File: config.mk
export PLATFORM = sky130hd
export DESIGN_NAME = decode_stage_flat
export DESIGN_NICKNAME = d
export VERILOG_FILES = /design/src/rtl/decode_pkg.sv /design/src/rtl/decode_stage_if.sv /design/src/rtl/decode_logic.sv /design/src/rtl/decode_stage.sv /design/src/flat_wrapper.sv
export SDC_FILE = /design/constraint.sdc
export NUM_CORES = 1
export LEC_CHECK = 0
export BUFFER_PORTS_ARGS = -buffer_cell sky130_fd_sc_hd__buf_4
export CAP_MARGIN = 20
export CORE_UTILIZATION = 50
export CTS_CLUSTER_SIZE = 25
export DETAILED_ROUTE_END_ITERATION = 8
export PLACE_DENSITY = 0.85
export SKIP_LAST_GASP = 1
export SLEW_MARGIN = 20
export SYNTH_ARGS = -nofsm -noshare
export SYNTH_HDL_FRONTEND = slang
export SYNTH_SLANG_ARGS = --single-unit
File: constraint.sdc
create_clock -name clk -period 3.3 [get_ports clk]
set_clock_uncertainty 0.15 [all_clocks]
set_input_delay 0.33 -clock clk [delete_from_list [all_inputs] [get_ports clk]]
set_output_delay 0.33 -clock clk [all_outputs]
set_load 0.005 [all_outputs]
File: src/rtl/decode_pkg.sv
// Shared decode constants and the control bundle carried by the decode stage.
package decode_pkg;

    localparam int unsigned INST_W = 32;
    localparam int unsigned REG_W  = 5;
    localparam int unsigned OP_W   = 6;
    localparam int unsigned IMM_W  = 16;
    localparam int unsigned ALU_W  = 4;

    localparam logic [OP_W-1:0] OP_RTYPE = 6'b000000;
    localparam logic [OP_W-1:0] OP_J     = 6'b000010;
    localparam logic [OP_W-1:0] OP_BEQ   = 6'b000100;
    localparam logic [OP_W-1:0] OP_BNE   = 6'b000101;
    localparam logic [OP_W-1:0] OP_ADDI  = 6'b001000;
    localparam logic [OP_W-1:0] OP_ADDIU = 6'b001001;
    localparam logic [OP_W-1:0] OP_SLTI  = 6'b001010;
    localparam logic [OP_W-1:0] OP_ANDI  = 6'b001100;
    localparam logic [OP_W-1:0] OP_ORI   = 6'b001101;
    localparam logic [OP_W-1:0] OP_XORI  = 6'b001110;
    localparam logic [OP_W-1:0] OP_LW    = 6'b100011;
    localparam logic [OP_W-1:0] OP_SW    = 6'b101011;

    localparam logic [OP_W-1:0] FN_ADD  = 6'b100000;
    localparam logic [OP_W-1:0] FN_SUB  = 6'b100010;
    localparam logic [OP_W-1:0] FN_AND  = 6'b100100;
    localparam logic [OP_W-1:0] FN_OR   = 6'b100101;
    localparam logic [OP_W-1:0] FN_XOR  = 6'b100110;
    localparam logic [OP_W-1:0] FN_NOR  = 6'b100111;
    localparam logic [OP_W-1:0] FN_SLT  = 6'b101010;
    localparam logic [OP_W-1:0] FN_SLLV = 6'b000100;

    localparam logic [ALU_W-1:0] ALU_ADD  = 4'b0000;
    localparam logic [ALU_W-1:0] ALU_SUB  = 4'b0001;
    localparam logic [ALU_W-1:0] ALU_OR   = 4'b0010;
    localparam logic [ALU_W-1:0] ALU_AND  = 4'b0011;
    localparam logic [ALU_W-1:0] ALU_XOR  = 4'b0100;
    localparam logic [ALU_W-1:0] ALU_SLLV = 4'b0110;
    localparam logic [ALU_W-1:0] ALU_SLT  = 4'b1000;
    localparam logic [ALU_W-1:0] ALU_NOR  = 4'b1111;

    typedef struct packed {
        logic             branch;
        logic             bi;
        logic             jump;
        logic             ext_op;
        logic             reg_dst;
        logic             alusrc;
        logic             memtoreg;
        logic             regwrite;
        logic             memwrite;
        logic [ALU_W-1:0] aluctrl;
        logic             illegal;
    } ctrl_t;

endpackage

File: src/rtl/decode_stage_if.sv
// Fetch-side and execute-side handshake plus decoded bundle of the decode stage.
interface decode_stage_if #(
    parameter int unsigned DATA_W = 32,
    parameter int unsigned CNT_W  = 16
);
    logic              flush;
    logic              in_valid;
    logic              in_ready;
    logic [31:0]       inst;
    logic [DATA_W-1:0] pc_in;
    logic              out_valid;
    logic              out_ready;
    logic [DATA_W-1:0] pc_out;
    logic [DATA_W-1:0] immi;
    logic [15:0]       offset;
    logic [4:0]        rs;
    logic [4:0]        rt;
    logic [4:0]        rd;
    logic [4:0]        shamt;
    logic [25:0]       instr_index;
    logic [4:0]        wr_reg;
    logic              branch;
    logic              bi;
    logic              jump;
    logic              ext_op;
    logic              reg_dst;
    logic              alusrc;
    logic              memtoreg;
    logic              regwrite;
    logic              memwrite;
    logic [3:0]        aluctrl;
    logic              illegal;
    logic [CNT_W-1:0]  stall_cnt;

    modport master (
        output flush, in_valid, inst, pc_in, out_ready,
        input  in_ready, out_valid, pc_out, immi, offset, rs, rt, rd, shamt,
               instr_index, wr_reg, branch, bi, jump, ext_op, reg_dst, alusrc,
               memtoreg, regwrite, memwrite, aluctrl, illegal, stall_cnt
    );

    modport slave (
        input  flush, in_valid, inst, pc_in, out_ready,
        output in_ready, out_valid, pc_out, immi, offset, rs, rt, rd, shamt,
               instr_index, wr_reg, branch, bi, jump, ext_op, reg_dst, alusrc,
               memtoreg, regwrite, memwrite, aluctrl, illegal, stall_cnt
    );
endinterface

File: src/rtl/decode_logic.sv
// Combinational MIPS decode: opcode/funct/immediate -> control bundle, immediate, register-use flags.
module decode_logic
    import decode_pkg::*;
#(
    parameter int unsigned DATA_W = 32
) (
    input  logic [OP_W-1:0]   op_i,
    input  logic [OP_W-1:0]   funct_i,
    input  logic [IMM_W-1:0]  imm_i,
    output ctrl_t             ctrl_c,
    output logic [DATA_W-1:0] immi_c,
    output logic              uses_rs_c,
    output logic              uses_rt_c
);

    logic              sext;
    logic [DATA_W-1:0] imm_sext;
    logic [DATA_W-1:0] imm_zext;

    always_comb begin
        ctrl_c    = '0;
        sext      = 1'b0;
        uses_rs_c = 1'b1;
        uses_rt_c = 1'b0;
        case (op_i)
            OP_ADDI, OP_ADDIU: begin
                ctrl_c.aluctrl = ALU_ADD; ctrl_c.alusrc = 1'b1; ctrl_c.regwrite = 1'b1; sext = 1'b1;
            end
            OP_ANDI: begin ctrl_c.aluctrl = ALU_AND; ctrl_c.alusrc = 1'b1; ctrl_c.regwrite = 1'b1; end
            OP_ORI:  begin ctrl_c.aluctrl = ALU_OR;  ctrl_c.alusrc = 1'b1; ctrl_c.regwrite = 1'b1; end
            OP_XORI: begin ctrl_c.aluctrl = ALU_XOR; ctrl_c.alusrc = 1'b1; ctrl_c.regwrite = 1'b1; end
            OP_SLTI: begin
                ctrl_c.aluctrl = ALU_SLT; ctrl_c.alusrc = 1'b1; ctrl_c.regwrite = 1'b1; sext = 1'b1;
            end
            OP_LW: begin
                ctrl_c.aluctrl = ALU_ADD; ctrl_c.alusrc = 1'b1; ctrl_c.regwrite = 1'b1;
                ctrl_c.memtoreg = 1'b1; sext = 1'b1;
            end
            OP_SW: begin
                ctrl_c.aluctrl = ALU_ADD; ctrl_c.alusrc = 1'b1; ctrl_c.memwrite = 1'b1;
                sext = 1'b1; uses_rt_c = 1'b1;
            end
            OP_BEQ, OP_BNE: begin
                ctrl_c.branch = 1'b1; ctrl_c.aluctrl = ALU_SUB; ctrl_c.bi = (op_i == OP_BEQ);
                sext = 1'b1; uses_rt_c = 1'b1;
            end
            OP_J: begin
                ctrl_c.jump = 1'b1; ctrl_c.aluctrl = ALU_ADD; uses_rs_c = 1'b0;
            end
            OP_RTYPE: begin
                uses_rt_c       = 1'b1;
                ctrl_c.reg_dst  = 1'b1;
                ctrl_c.regwrite = 1'b1;
                case (funct_i)
                    FN_ADD:  ctrl_c.aluctrl = ALU_ADD;
                    FN_SUB:  ctrl_c.aluctrl = ALU_SUB;
                    FN_AND:  ctrl_c.aluctrl = ALU_AND;
                    FN_OR:   ctrl_c.aluctrl = ALU_OR;
                    FN_XOR:  ctrl_c.aluctrl = ALU_XOR;
                    FN_NOR:  ctrl_c.aluctrl = ALU_NOR;
                    FN_SLT:  ctrl_c.aluctrl = ALU_SLT;
                    FN_SLLV: ctrl_c.aluctrl = ALU_SLLV;
                    default: begin
                        ctrl_c.reg_dst  = 1'b0;
                        ctrl_c.regwrite = 1'b0;
                        ctrl_c.aluctrl  = ALU_SUB;
                        ctrl_c.illegal  = 1'b1;
                    end
                endcase
            end
            default: begin
                ctrl_c.aluctrl = ALU_SUB;
                ctrl_c.illegal = 1'b1;
            end
        endcase
        ctrl_c.ext_op = sext & imm_i[IMM_W-1];
    end

    assign imm_sext = DATA_W'($signed(imm_i));
    assign imm_zext = DATA_W'(imm_i);
    assign immi_c   = ctrl_c.ext_op ? imm_sext : imm_zext;

endmodule

File: src/rtl/decode_stage.sv
// Registered decode stage: single-entry bundle register, valid/ready handshake,
// load-use interlock with saturating bubble counter, synchronous flush.
module decode_stage
    import decode_pkg::*;
#(
    parameter int unsigned DATA_W    = 32,
    parameter bit          HAZARD_EN = 1'b1,
    parameter int unsigned CNT_W     = 16
) (
    input logic           clk,
    input logic           rst_n,
    decode_stage_if.slave bus
);

    ctrl_t             ctrl_c, ctrl_q;
    logic [DATA_W-1:0] immi_c, immi_q, pc_q;
    logic [25:0]       inst_q;
    logic [REG_W-1:0]  wr_reg_q, held_rt;
    logic              valid_q;
    logic [CNT_W-1:0]  cnt_q;
    logic              uses_rs_c, uses_rt_c, hazard_c, in_ready_c, load_c, bubble_c;

    decode_logic #(.DATA_W(DATA_W)) u_decode_logic (
        .op_i      (bus.inst[31:26]),
        .funct_i   (bus.inst[5:0]),
        .imm_i     (bus.inst[15:0]),
        .ctrl_c    (ctrl_c),
        .immi_c    (immi_c),
        .uses_rs_c (uses_rs_c),
        .uses_rt_c (uses_rt_c)
    );

    // Held lw targets a register the incoming instruction reads; constant-folds away when disabled.
    assign held_rt  = inst_q[20:16];
    assign hazard_c = HAZARD_EN & valid_q & ctrl_q.memtoreg & (held_rt != '0) & bus.in_valid &
                      ((uses_rs_c & (bus.inst[25:21] == held_rt)) |
                       (uses_rt_c & (bus.inst[20:16] == held_rt)));

    assign in_ready_c = (~valid_q | bus.out_ready) & ~hazard_c & ~bus.flush;
    assign load_c     = bus.in_valid & in_ready_c;
    assign bubble_c   = hazard_c & bus.out_ready & ~bus.flush;

    always_ff @(posedge clk or negedge rst_n) begin
        if (!rst_n) begin
            valid_q  <= 1'b0;
            ctrl_q   <= '0;
            immi_q   <= '0;
            pc_q     <= '0;
            inst_q   <= '0;
            wr_reg_q <= '0;
            cnt_q    <= '0;
        end else begin
            if (bus.flush) begin
                valid_q <= 1'b0;
            end else if (load_c) begin
                valid_q  <= 1'b1;
                ctrl_q   <= ctrl_c;
                immi_q   <= immi_c;
                pc_q     <= bus.pc_in;
                inst_q   <= bus.inst[25:0];
                wr_reg_q <= ctrl_c.reg_dst ? bus.inst[15:11] : bus.inst[20:16];
            end else if (bus.out_ready) begin
                valid_q <= 1'b0;
            end
            if (bubble_c && (cnt_q != '1)) begin
                cnt_q <= cnt_q + CNT_W'(1);
            end
        end
    end

    assign bus.in_ready    = in_ready_c;
    assign bus.out_valid   = valid_q;
    assign bus.pc_out      = pc_q;
    assign bus.immi        = immi_q;
    assign bus.offset      = inst_q[15:0];
    assign bus.rs          = inst_q[25:21];
    assign bus.rt          = inst_q[20:16];
    assign bus.rd          = inst_q[15:11];
    assign bus.shamt       = inst_q[10:6];
    assign bus.instr_index = inst_q;
    assign bus.wr_reg      = wr_reg_q;
    assign bus.branch      = ctrl_q.branch;
    assign bus.bi          = ctrl_q.bi;
    assign bus.jump        = ctrl_q.jump;
    assign bus.ext_op      = ctrl_q.ext_op;
    assign bus.reg_dst     = ctrl_q.reg_dst;
    assign bus.alusrc      = ctrl_q.alusrc;
    assign bus.memtoreg    = ctrl_q.memtoreg;
    assign bus.regwrite    = ctrl_q.regwrite;
    assign bus.memwrite    = ctrl_q.memwrite;
    assign bus.aluctrl     = ctrl_q.aluctrl;
    assign bus.illegal     = ctrl_q.illegal;
    assign bus.stall_cnt   = cnt_q;

endmodule
File: src/flat_wrapper.sv
// flat-port wrapper written by rule: the top's interface ports become plain ports
module decode_stage_flat import decode_pkg::*;
#(
    parameter int unsigned DATA_W    = 32,
    parameter bit          HAZARD_EN = 1'b1,
    parameter int unsigned CNT_W     = 16
)
  (clk, rst_n, bus_flush, bus_in_valid, bus_inst, bus_pc_in, bus_out_ready, bus_in_ready, bus_out_valid, bus_pc_out, bus_immi, bus_offset, bus_rs, bus_rt, bus_rd, bus_shamt, bus_instr_index, bus_wr_reg, bus_branch, bus_bi, bus_jump, bus_ext_op, bus_reg_dst, bus_alusrc, bus_memtoreg, bus_regwrite, bus_memwrite, bus_aluctrl, bus_illegal, bus_stall_cnt);
  decode_stage_if #(.DATA_W(DATA_W), .CNT_W(CNT_W)) bus_i ();
  input logic clk;
  input logic rst_n;
  input wire logic [$bits(bus_i.flush)-1:0] bus_flush;
  input wire logic [$bits(bus_i.in_valid)-1:0] bus_in_valid;
  input wire logic [$bits(bus_i.inst)-1:0] bus_inst;
  input wire logic [$bits(bus_i.pc_in)-1:0] bus_pc_in;
  input wire logic [$bits(bus_i.out_ready)-1:0] bus_out_ready;
  output wire logic [$bits(bus_i.in_ready)-1:0] bus_in_ready;
  output wire logic [$bits(bus_i.out_valid)-1:0] bus_out_valid;
  output wire logic [$bits(bus_i.pc_out)-1:0] bus_pc_out;
  output wire logic [$bits(bus_i.immi)-1:0] bus_immi;
  output wire logic [$bits(bus_i.offset)-1:0] bus_offset;
  output wire logic [$bits(bus_i.rs)-1:0] bus_rs;
  output wire logic [$bits(bus_i.rt)-1:0] bus_rt;
  output wire logic [$bits(bus_i.rd)-1:0] bus_rd;
  output wire logic [$bits(bus_i.shamt)-1:0] bus_shamt;
  output wire logic [$bits(bus_i.instr_index)-1:0] bus_instr_index;
  output wire logic [$bits(bus_i.wr_reg)-1:0] bus_wr_reg;
  output wire logic [$bits(bus_i.branch)-1:0] bus_branch;
  output wire logic [$bits(bus_i.bi)-1:0] bus_bi;
  output wire logic [$bits(bus_i.jump)-1:0] bus_jump;
  output wire logic [$bits(bus_i.ext_op)-1:0] bus_ext_op;
  output wire logic [$bits(bus_i.reg_dst)-1:0] bus_reg_dst;
  output wire logic [$bits(bus_i.alusrc)-1:0] bus_alusrc;
  output wire logic [$bits(bus_i.memtoreg)-1:0] bus_memtoreg;
  output wire logic [$bits(bus_i.regwrite)-1:0] bus_regwrite;
  output wire logic [$bits(bus_i.memwrite)-1:0] bus_memwrite;
  output wire logic [$bits(bus_i.aluctrl)-1:0] bus_aluctrl;
  output wire logic [$bits(bus_i.illegal)-1:0] bus_illegal;
  output wire logic [$bits(bus_i.stall_cnt)-1:0] bus_stall_cnt;
  assign bus_i.flush = bus_flush;
  assign bus_i.in_valid = bus_in_valid;
  assign bus_i.inst = bus_inst;
  assign bus_i.pc_in = bus_pc_in;
  assign bus_i.out_ready = bus_out_ready;
  assign bus_in_ready = bus_i.in_ready;
  assign bus_out_valid = bus_i.out_valid;
  assign bus_pc_out = bus_i.pc_out;
  assign bus_immi = bus_i.immi;
  assign bus_offset = bus_i.offset;
  assign bus_rs = bus_i.rs;
  assign bus_rt = bus_i.rt;
  assign bus_rd = bus_i.rd;
  assign bus_shamt = bus_i.shamt;
  assign bus_instr_index = bus_i.instr_index;
  assign bus_wr_reg = bus_i.wr_reg;
  assign bus_branch = bus_i.branch;
  assign bus_bi = bus_i.bi;
  assign bus_jump = bus_i.jump;
  assign bus_ext_op = bus_i.ext_op;
  assign bus_reg_dst = bus_i.reg_dst;
  assign bus_alusrc = bus_i.alusrc;
  assign bus_memtoreg = bus_i.memtoreg;
  assign bus_regwrite = bus_i.regwrite;
  assign bus_memwrite = bus_i.memwrite;
  assign bus_aluctrl = bus_i.aluctrl;
  assign bus_illegal = bus_i.illegal;
  assign bus_stall_cnt = bus_i.stall_cnt;
  decode_stage #(.DATA_W(DATA_W), .HAZARD_EN(HAZARD_EN), .CNT_W(CNT_W)) u_core (.clk(clk), .rst_n(rst_n), .bus(bus_i));
endmodule
# == Word level (Yosys, flattened, before mapping) ==
# Index checks and enable logic that the tools add are counted.
# op_classes
n_eq_ne,22
bitwise_logic,17
n_lt_le_gt_ge,0
addsub,1
shift,0
mux,20
reduce_logical,13
div,0
mul,0
# op_table
cell,count
"equality test 6 bit, second input constant",9
"equality test 6 x 4 -> 1 bit, second input constant",6
two-way mux 32 bit,1
one-hot mux 4 bit (7 select lines),1
one-hot mux 4 bit (6 select lines),1
"equality test 6 x 3 -> 1 bit, second input constant",3
"adder 16 x 1 -> 16 bit, second input constant",1
"inequality test 16 bit, second input constant",1
OR reduction 8 bit,2
OR reduction 7 bit,2
two-way mux 1 bit,13
bitwise AND 1 bit,12
OR reduction 11 bit,1
equality test 5 bit,2
"equality test 6 x 2 -> 1 bit, second input constant",1
logical NOT 6 bit,1
two-way mux 5 bit,1
nonzero test 5 bit,1
OR reduction 5 bit,1
one-hot mux 1 bit (2 select lines),2
OR reduction 4 bit,1
inverter 1 bit,3
nonzero test 3 bit,1
two-way mux 2 bit,1
4 further kinds,5
# totals
latch_bits,0
mem_count,0
output_inout_bits,163
elab_cells,90
regBits,126
inputBits,69
romBits,0
ramBits,0

# == Depth between registers and ports, before layout ==
# Gate-level depths: netlist of the first run.
# depth
depth_word,12
ltp_mapped,9
mapped_depth_nobuf,7

# == Modules after synthesis ==
# Synthesis of the first run repeated with hierarchy kept, for this count alone.
# hier_totals
hier_cells,484
hier_area_um2,6153.4
# modules_own_cells
module,cells_each,instances,area_per_inst_um2,seq_area_each_um2
decode_stage,374,1,5431.5,3153.0
decode_logic,110,1,721.9,0.0

# == Least setup slack after synthesis of the first run ==
# No wires, ideal clock.
# synth_path
kind,flip-flop to flip-flop
startpoint,register u_core.cnt_q[0] (netlist: u_core.bus.stall_cnt[0])
endpoint,register u_core.cnt_q[7] (netlist: u_core.bus.stall_cnt[7])
n_path_buf,0
period_less_slack_ns,2.091
path_slack_ns,1.209
arrival_ns,1.817
stages_incl_launch_ff,8
required_time_ns,3.026
setup_time_ns,0.124
path_cell_list,dfrtp_1 > ha_1 > and3_1 > and2_0 > a31oi_4 > and4_1 > nand4_1 > xnor2_1
# synth_between
elab_chain_len,2
elab_cells_between_ends,3
classes_between,add/sub: 1; eq/ne: 1; reduce/logical: 1
# synth_rtl
item,line_no,text
"start, declared",decode_stage.sv:20,logic [CNT_W-1:0] cnt_q;
"start signal, assigned",decode_stage.sv:66,cnt_q <= cnt_q + CNT_W'(1);
branches (longest 2 deep; another with adder 16 x 1 -> 16 bit),n/a,
# Several ways; the timed one is not identified.
# A chain may end at the register's enable or synchronous reset.

# == Worst setup path in the final report of the first run ==
# layout_path
startpoint,register u_core.inst_q[19] (netlist: u_core.bus.instr_index[19])
endpoint,output bus_in_ready
# layout_between
elab_chain_len,7
elab_cells_between_ends,12
classes_between,eq/ne: 2; bitwise: 9; reduce/logical: 1
# layout_rtl
item,line_no,text
"start, declared",decode_stage.sv:17,logic [25:0] inst_q;
"start signal, assigned",decode_stage.sv:60,inst_q <= bus.inst[25:0];
"equality test 5 bit, or another cell as far along",decode_stage.sv:36,((uses_rs_c & (bus.inst[25:21] == held_rt)) |
"bitwise AND 1 bit, on equally long branches","decode_stage.sv:36, decode_stage.sv:35, decode_stage.sv:37",
OR 1 bit / bitwise AND 1 bit (equally long branches),"decode_stage.sv:36, decode_stage.sv:35",
bitwise AND 1 bit (*),decode_stage.sv:35,assign hazard_c = HAZARD_EN & valid_q & ctrl_q.memtoreg & (held_rt != '0) & bus.in_valid &
inverter 1 bit (*),decode_stage.sv:39,assign in_ready_c = (~valid_q | bus.out_ready) & ~hazard_c & ~bus.flush;
bitwise AND 1 bit (*) (2 in series),decode_stage.sv:39,
"end, declared",flat_wrapper.sv:17,output wire logic [$bits(bus_i.in_ready)-1:0] bus_in_ready;
# Every way passes the cells marked *; elsewhere a longest branch is shown, timed or not.

==> summary.md, run 1 <==
| Metric | Value |
|---|---|
| Cell variety after synth | `around 50` |
| Vias/cell | `5.13` |
| Critical Path Sink Type | `output pin` |
| Area of the multi-input gates | `between 1500 and 2000 µm²` |
| Synthesized area per cell | `between 10 and 15 µm²` |
| Max FFs per register | `32` |
| Mapped Area | `4860 µm²` |
| Met1 Use GR | `approximately a quarter` |
| Arrival @ worst endpoint | `2430 ps` |
| Seq cells post-synth | `94` |
| Crit Path Category | `register to output pin` |
| Leak | `3.12 nW` |
| H-tree depth | `3` |
| Clock share of power | `a little under 30%` |
| FMAX | `0.344 GHz` |
| Clk slew on worst S/H paths | `~100 ps` |
| Internal | `0.00231 W` |
| Ranking of synthesized cells by area | `dfrtp_1 48%, mux2_2 13%, buf_4 11%` |
| RD Place Congestion | `around 0.85` |
| Max-capacitance violation count | `0` |
| Final setup vio count | `0` |
| Clk_lat worst skew | `360 ps` |
| Vias in the first global route | `~3,700` |
| CTS buffer count | `9` |
| Number of synthesized flops with an enable pin | `0` |
| DRT iter0 DRCs | `slightly above 90` |
| Final hold viol count | `0` |
| Slew HR | `approximately 54%` |
| Root Driver | `clkbuf_8` |
| Filler cells | `732` |
| RSZ-0062 raised after global routing | `no` |
| Worst reg-to-reg setup slack | `about 830 ps` |
| I/O Buffers | `~230` |
| Mapped Cells | `~430` |
| GRT busiest layer | `met2` |
| Post-synth top cells | `94 x dfrtp_1, 71 x buf_4, 57 x mux2_2, 31 x nand2_1, 17 x nor2_1` |
| Sequential power share | `45.0%` |
| Met3 Usage GRT | `about 6.1%` |
| GR met2 Demand/Resource | `approximately two fifths` |
| Mapped Nets | `between 400 and 500` |
| Clock sinks | `94` |
| Cell Rows | `35` |
| Routed WL per cell | `between 15 and 20 µm` |
| Die Wd | `between 100 and 150 µm` |
| Finished layout cell area | `~6400 µm²` |
| FF/Latch Area | `between 2000 and 2500 µm²` |
| First-pass GRT wire length | `approximately 18,000 µm` |
| Worst min path class | `primary input to register` |
| Post-synth top area share | `between 40% and 50%` |
| Nets | `between 600 and 700` |
| PostCTS Resize Cnt | `0` |
| Peak VDD IR | `0.281 mV` |
| Measured slew at the worst slew-check pin | `~690 ps` |
| Share of layout cells above drive strength 1 | `~53%` |
| Antenna Violating Nets Remaining | `0` |
| Global route total overflow | `0` |
| Full die area | `approximately 10,000 µm²` |
| Status | `completed` |
| Comb power frac | `~25%` |
| Initial Util | `roughly 52%` |
| Crit start category | `register` |
| # hold bufs at CTS | `1` |
| Die height | `between 100 and 150 µm` |
| Largest area contributor in the netlist | `dfrtp_1` |
| CTS max path bufs | `2` |
| Main flop type after synthesis | `dfrtp_1` |
| Final Critical Period | `2910 ps` |
| Antenna cells | `0` |
| Asr flop ratio synth | `between 90% and 100%` |
| P_sw | `0.000840 W` |
| CTS tree | `done` |
| Largest net degree at the start of global routing | `57` |
| Drt first pass iters | `4` |
| Via count | `3,692` |
| DRC Markers | `0` |
| PD cells | `~490 nW/µm²` |
| Slew Viols, Final | `0` |
| Switch share | `26.7%` |
| Gr usage total | `around 23%` |
| Drt total wl | `roughly 11,000 µm` |
| Dpl hpwl | `8670 µm` |
| Dpl cell area | `slightly above 6000 µm²` |
| Seq/Total Area, Yosys | `approximately half` |
| Critical Path Fanout Max | `16` |
| Number of setup buffers added after CTS | `0` |
| Setup TNS | `0 ps` |
| P&R area growth vs syn | `31.7%` |
| Period utilization | `between 80% and 90%` |
| Core area | `approximately 9300 µm²` |
| Yosys warnings | `0` |
| Most frequent cell after synthesis | `dfrtp_1` |
| IO Pins | `232` |
| Req. time, crit path | `2820 ps` |
| Antenna violations before repair | `0` |
[through the flow]
stage | total power [W] | hold slack (ps) | instances | worst slack (ps) | util (%)
6_report | 0.00315 | 41.1 | 720 | 392 | 68.7
5_1_grt | 0.00330 | 14.7 | 720 | 289 | 68.7
4_1_cts | 0.00318 | 21.8 | 720 | 384 | 68.7
3_5_place_dp | 0.00225 | 267 | 703 | 740 | 65.9
3_3_place_gp | 0.00221 | 257 | 703 | 906 | 65.9
2_1_floorplan | 0.00185 | -116 | 426 | 1210 | -
[layer usage]
| metal | vias up | part of all wire, % |
|---|---|---|
| met1 | 1778 | 37 |
| met2 | 180 | 54 |
| met3 | 15 | 7.6 |
| li1 | 1719 | - |
| met5 | - | 0 |
| met4 | 0 | 1.5 |
[final timing paths]
path	start	end	cells after the start
max reg2reg	u_core.bus.instr_index[19]	u_core.bus.instr_index[6]	6
max	u_core.bus.instr_index[19]	bus_in_ready	6
min reg2reg	u_core.bus.wr_reg[4]	u_core.bus.wr_reg[4]	2
min in group asynchronous	rst_n	u_core.bus.stall_cnt[1]	2
max in group asynchronous	rst_n	u_core.bus.aluctrl[2]	3
min	bus_pc_in[14]	u_core.bus.pc_out[14]	2
[final cells by class]
class	instances	share of cell area, %
clock buffer	10	1.99
tap	129	2.52
multi-input combinational	240	28.7
inverter	5	0.293
sequential	94	36.7
clock inverter	6	1.82
timing repair buffer	236	27.9
[placed cells by master (no fill, tap or decap), types with 2 or more instances in the layout]
cell type    n
clkbuf_8     9
nor4_1       2
and3_1       5
nand2b_1     4
nand2_1     31
a21oi_1     11
xnor2_1     16
nor2_1      17
nand4_1      9
inv_6        2
mux2_2      57
nor2b_1      2
o21ai_1      9
nand3_1      9
xor2_1      10
a211oi_1     2
o21ai_0     12
nor3_1       6
and4_1       3
a21o_1       2
bufinv_16    3
inv_1        5
a31oi_1      2
dfrtp_1     94
o22a_1       2
buf_4      234
nand3b_1     2
mux2i_1      5
[cell families after synthesis]
group	Yosys count	share of synthesized area (%)
AOI/OAI and AO/OA	51	7.18
xor gates and xnor gates	26	4.68
adders and majority gates	1	0.257
buffers and inverters	92	13.8
DFF	94	48.4
muxes	63	14.5
and+or+nand+nor	99	11.3
[power by group through the flow]
| stage | registers [W] | logic [W] | clock network (W) |
|---|---|---|---|
| floorplan | 0.00143 | 0.000416 | 0 |
| global placement | 0.00143 | 0.000784 | 0 |
| detailed placement | 0.00144 | 0.000806 | 0 |
| CTS | 0.00142 | 0.000809 | 0.000956 |
| global route | 0.00144 | 0.000859 | 0.000998 |
| finish | 0.00142 | 0.000796 | 0.000935 |
[worst max-delay path, stage by stage (launching register included)]
cell	delay, ps
dfrtp_1	450
xor2_1	160
nor4_1	400
o2111ai_2	230
nand2_1	460
nor3_1	170
buf_4	180
Note: power is estimated with default switching activity, not from simulation.
==> run 2: changes to the inputs <==
- ABC_CLOCK_PERIOD_IN_PS: default -> 2650
- CORE_UTILIZATION: 50 -> 42
- PLACE_DENSITY: 0.85 -> 0.76
- clock period: 3.3 -> 2.65 ns (I/O delays scaled with it)
==> summary.md, run 2 (synthesis results as in run 1) <==
| Metric | Value |
|---|---|
| Commonest non-fill, non-tap cell in the layout | `buf_4` |
| CTS buffer count | `9 (unchanged)` |
| CP max stage cell | `dfrtp_1` |
| Peak VDD IR | `0.355 mV (+26%)` |
| Min Hold Slack | `10.6 ps (-30.5 ps)` |
| Initial Util | `43.9% (-8.2 points)` |
| Die height | `110 µm (+8.9%)` |
| FF-to-FF Start | `u_core.bus.instr_index[19]` |
| Routed WL per cell | `15.8 µm (-0.29%)` |
| First-pass GRT wire length | `17,900 µm (-0.53%)` |
| I/O Buffers | `231 (unchanged)` |
| RD Place Congestion | `0.813 (-4.6%)` |
| Filler cells | `921 (+26%)` |
| P&R area growth vs syn | `36.9%` |
| Finished layout cell area | `6650 µm² (+3.9%)` |
| Final Critical Period | `~2500 ps` |
| Max-capacitance violation count | `0 (unchanged)` |
| CTS tree | `done` |
| Largest net degree at the start of global routing | `49 (-14%)` |
| FMAX | `roughly 0.40 GHz` |
| Max FFs per register | `32 (unchanged)` |
| Full die area | `12,000 µm² (+19%)` |
| Nets | `666 (+1.5%)` |
| Gr usage total | `19.5% (-3.5 points)` |
| Number of setup buffers added after CTS | `0 (unchanged)` |
| Most frequent cells in the layout | `233 x buf_4, 94 x dfrtp_1, 57 x mux2_2` |
| Period utilization | `between 90% and 100%` |
| PD cells | `645 nW/µm² (+31%)` |
| CTS max path bufs | `2 (unchanged)` |
| Share of layout cells above drive strength 1 | `52.6% (-0.72 points)` |
| Clk_lat worst skew | `330 ps (-30 ps)` |
| Crit start category | `register` |
| Slew Viols, Final | `0 (unchanged)` |
| Global route total overflow | `0 (unchanged)` |
| Slowest stage delay, CP | `460 ps (about the same)` |
| Crit Path Category | `register to output pin` |
| Antenna Violating Nets Remaining | `0 (unchanged)` |
| Critical Path Sink Type | `output pin` |
| Status | `completed` |
| DRT iter0 DRCs | `89 (-2.2%)` |
| Arrival @ worst endpoint | `2080 ps (-350 ps)` |
| DP Worst Slack | `188 ps (-552 ps)` |
| Drt first pass iters | `4 (unchanged)` |
| FF/Latch Area | `2350 µm² (unchanged)` |
| Dpl cell area | `6200 µm² (+0.75%)` |
| Antenna cells | `0 (unchanged)` |
| Measured slew at the worst slew-check pin | `610 ps (-79.8 ps)` |
| Leak | `3.22 nW (+3.3%)` |
| Vias/cell | `5.09 (-0.75%)` |
| Vias in the first global route | `3,716 (+0.11%)` |
| Cell Chain, Critical Path | `xor2_1 > nor4_1 > o2111ai_2 > nand2_4 > nor3_1 > buf_4` |
| Critical Path Fanout Max | `16 (unchanged)` |
| Cell Rows | `38 (+8.6%)` |
| Root Driver | `clkbuf_16` |
| Worst min path class | `primary input to register` |
| RSZ-0062 raised after global routing | `no` |
| PnR Total Power | `0.00429 W (+36%)` |
| Core area | `11,100 µm² (+19%)` |
| Final hold viol count | `0 (unchanged)` |
| Setup WS post-layout | `155 ps (-238 ps)` |
| Setup TNS | `0 ps (unchanged)` |
| Antenna violations before repair | `0 (unchanged)` |
| Worst setup startpoint | `u_core.bus.instr_index[19]` |
| Final setup vio count | `0 (unchanged)` |
| Req. time, crit path | `2240 ps (-580 ps)` |
| Area of the multi-input gates | `1850 µm² (+0.41%)` |
| Critical path buffers and inverters | `1 (unchanged)` |
| H-tree depth | `3 (unchanged)` |
| Drt total wl | `11,700 µm (+2.6%)` |
| Hold wc startpoint | `bus_inst[9]` |
| Via count | `3,771 (+2.1%)` |
| Slew HR | `59.3% (+5.3 points)` |
| Clock sinks | `94 (unchanged)` |
| Crit-path leading delay family | `simple AND/OR/NAND/NOR gates` |
| Dpl hpwl | `8770 µm (+1.2%)` |
| Die Wd | `110 µm (+8.9%)` |
| IO Pins | `232 (unchanged)` |
| Clk slew on worst S/H paths | `60 ps (-40 ps)` |
| DRC Markers | `0 (unchanged)` |
[run 2: cell types whose count changed in the layout (fill, tap and decap cells not counted)]
cell / change
buf_12: +2
buf_4: -1
clkbuf_1: +1
clkbuf_16: +9
clkbuf_8: -7
clkinv_4: -1
dlygate4sd3_1: +9
inv_6: -2
nand2_1: -1
nand2_4: +1
[run 2: final cells by class]
class                      count  area share (%)
clock buffer                  13            3.91
clock inverter                 3            1.35
tap                          140            2.63
inverter                       5           0.282
timing repair buffer         246            28.7
multi-input combinational    240            27.8
sequential                    94            35.4
[run 2: worst register-to-register path, cell delays in order (launching register included)]
cell and delay, ps:
dfrtp_1 460, xor2_1 170, nor4_1 390, o2111ai_2 270
nand4_4 260, buf_12 270, mux2_2 400
[run 2: worst paths after layout]
path / to / slack [ps] / depth (start not counted)
setup / recovery: bus_in_ready / 150 / 6
min in group asynchronous: u_core.bus.instr_index[5] / 330 / 2
max in group asynchronous: u_core.bus.stall_cnt[5] / 1350 / 3
hold reg to reg: u_core.bus.wr_reg[3] / 330 / 2
setup reg to reg: u_core.bus.pc_out[16] / 170 / 6
hold / removal: u_core.bus.instr_index[9] / 10 / 2
[run 2: where the power goes]
part           internal (W)  switching (W)
clock              0.000976       0.000539
combinational      0.000640       0.000364
sequential          0.00161       0.000156
total               0.00323        0.00106
[run 2: routing by layer]
| metal | wire (µm) | GRT usage (%) | vias to the layer above |
|---|---|---|---|
| met5 | 0 | 0 | - |
| met4 | 243 | 8.67 | 0 |
| met3 | 680 | 3.62 | 25 |
| met2 | 6180 | 35.3 | 144 |
| met1 | 4600 | 22.3 | 1858 |
| li1 | - | - | 1744 |
[run 2: what timing repair did]
action                                 4_1_cts  5_1_grt
setup endpoints to repair                    1        1
hold buffers                                10        0
endpoints found under the hold margin       55        0
resized for setup                            1        1
[run 2: metrics by stage]
stage | utilization (%) | instances
after floorplan | - | 426
after global placement | 55.9 | 715
after detailed placement | 55.9 | 715
after CTS | 60.0 | 741
after global routing | 60.1 | 741
final | 60.1 | 741
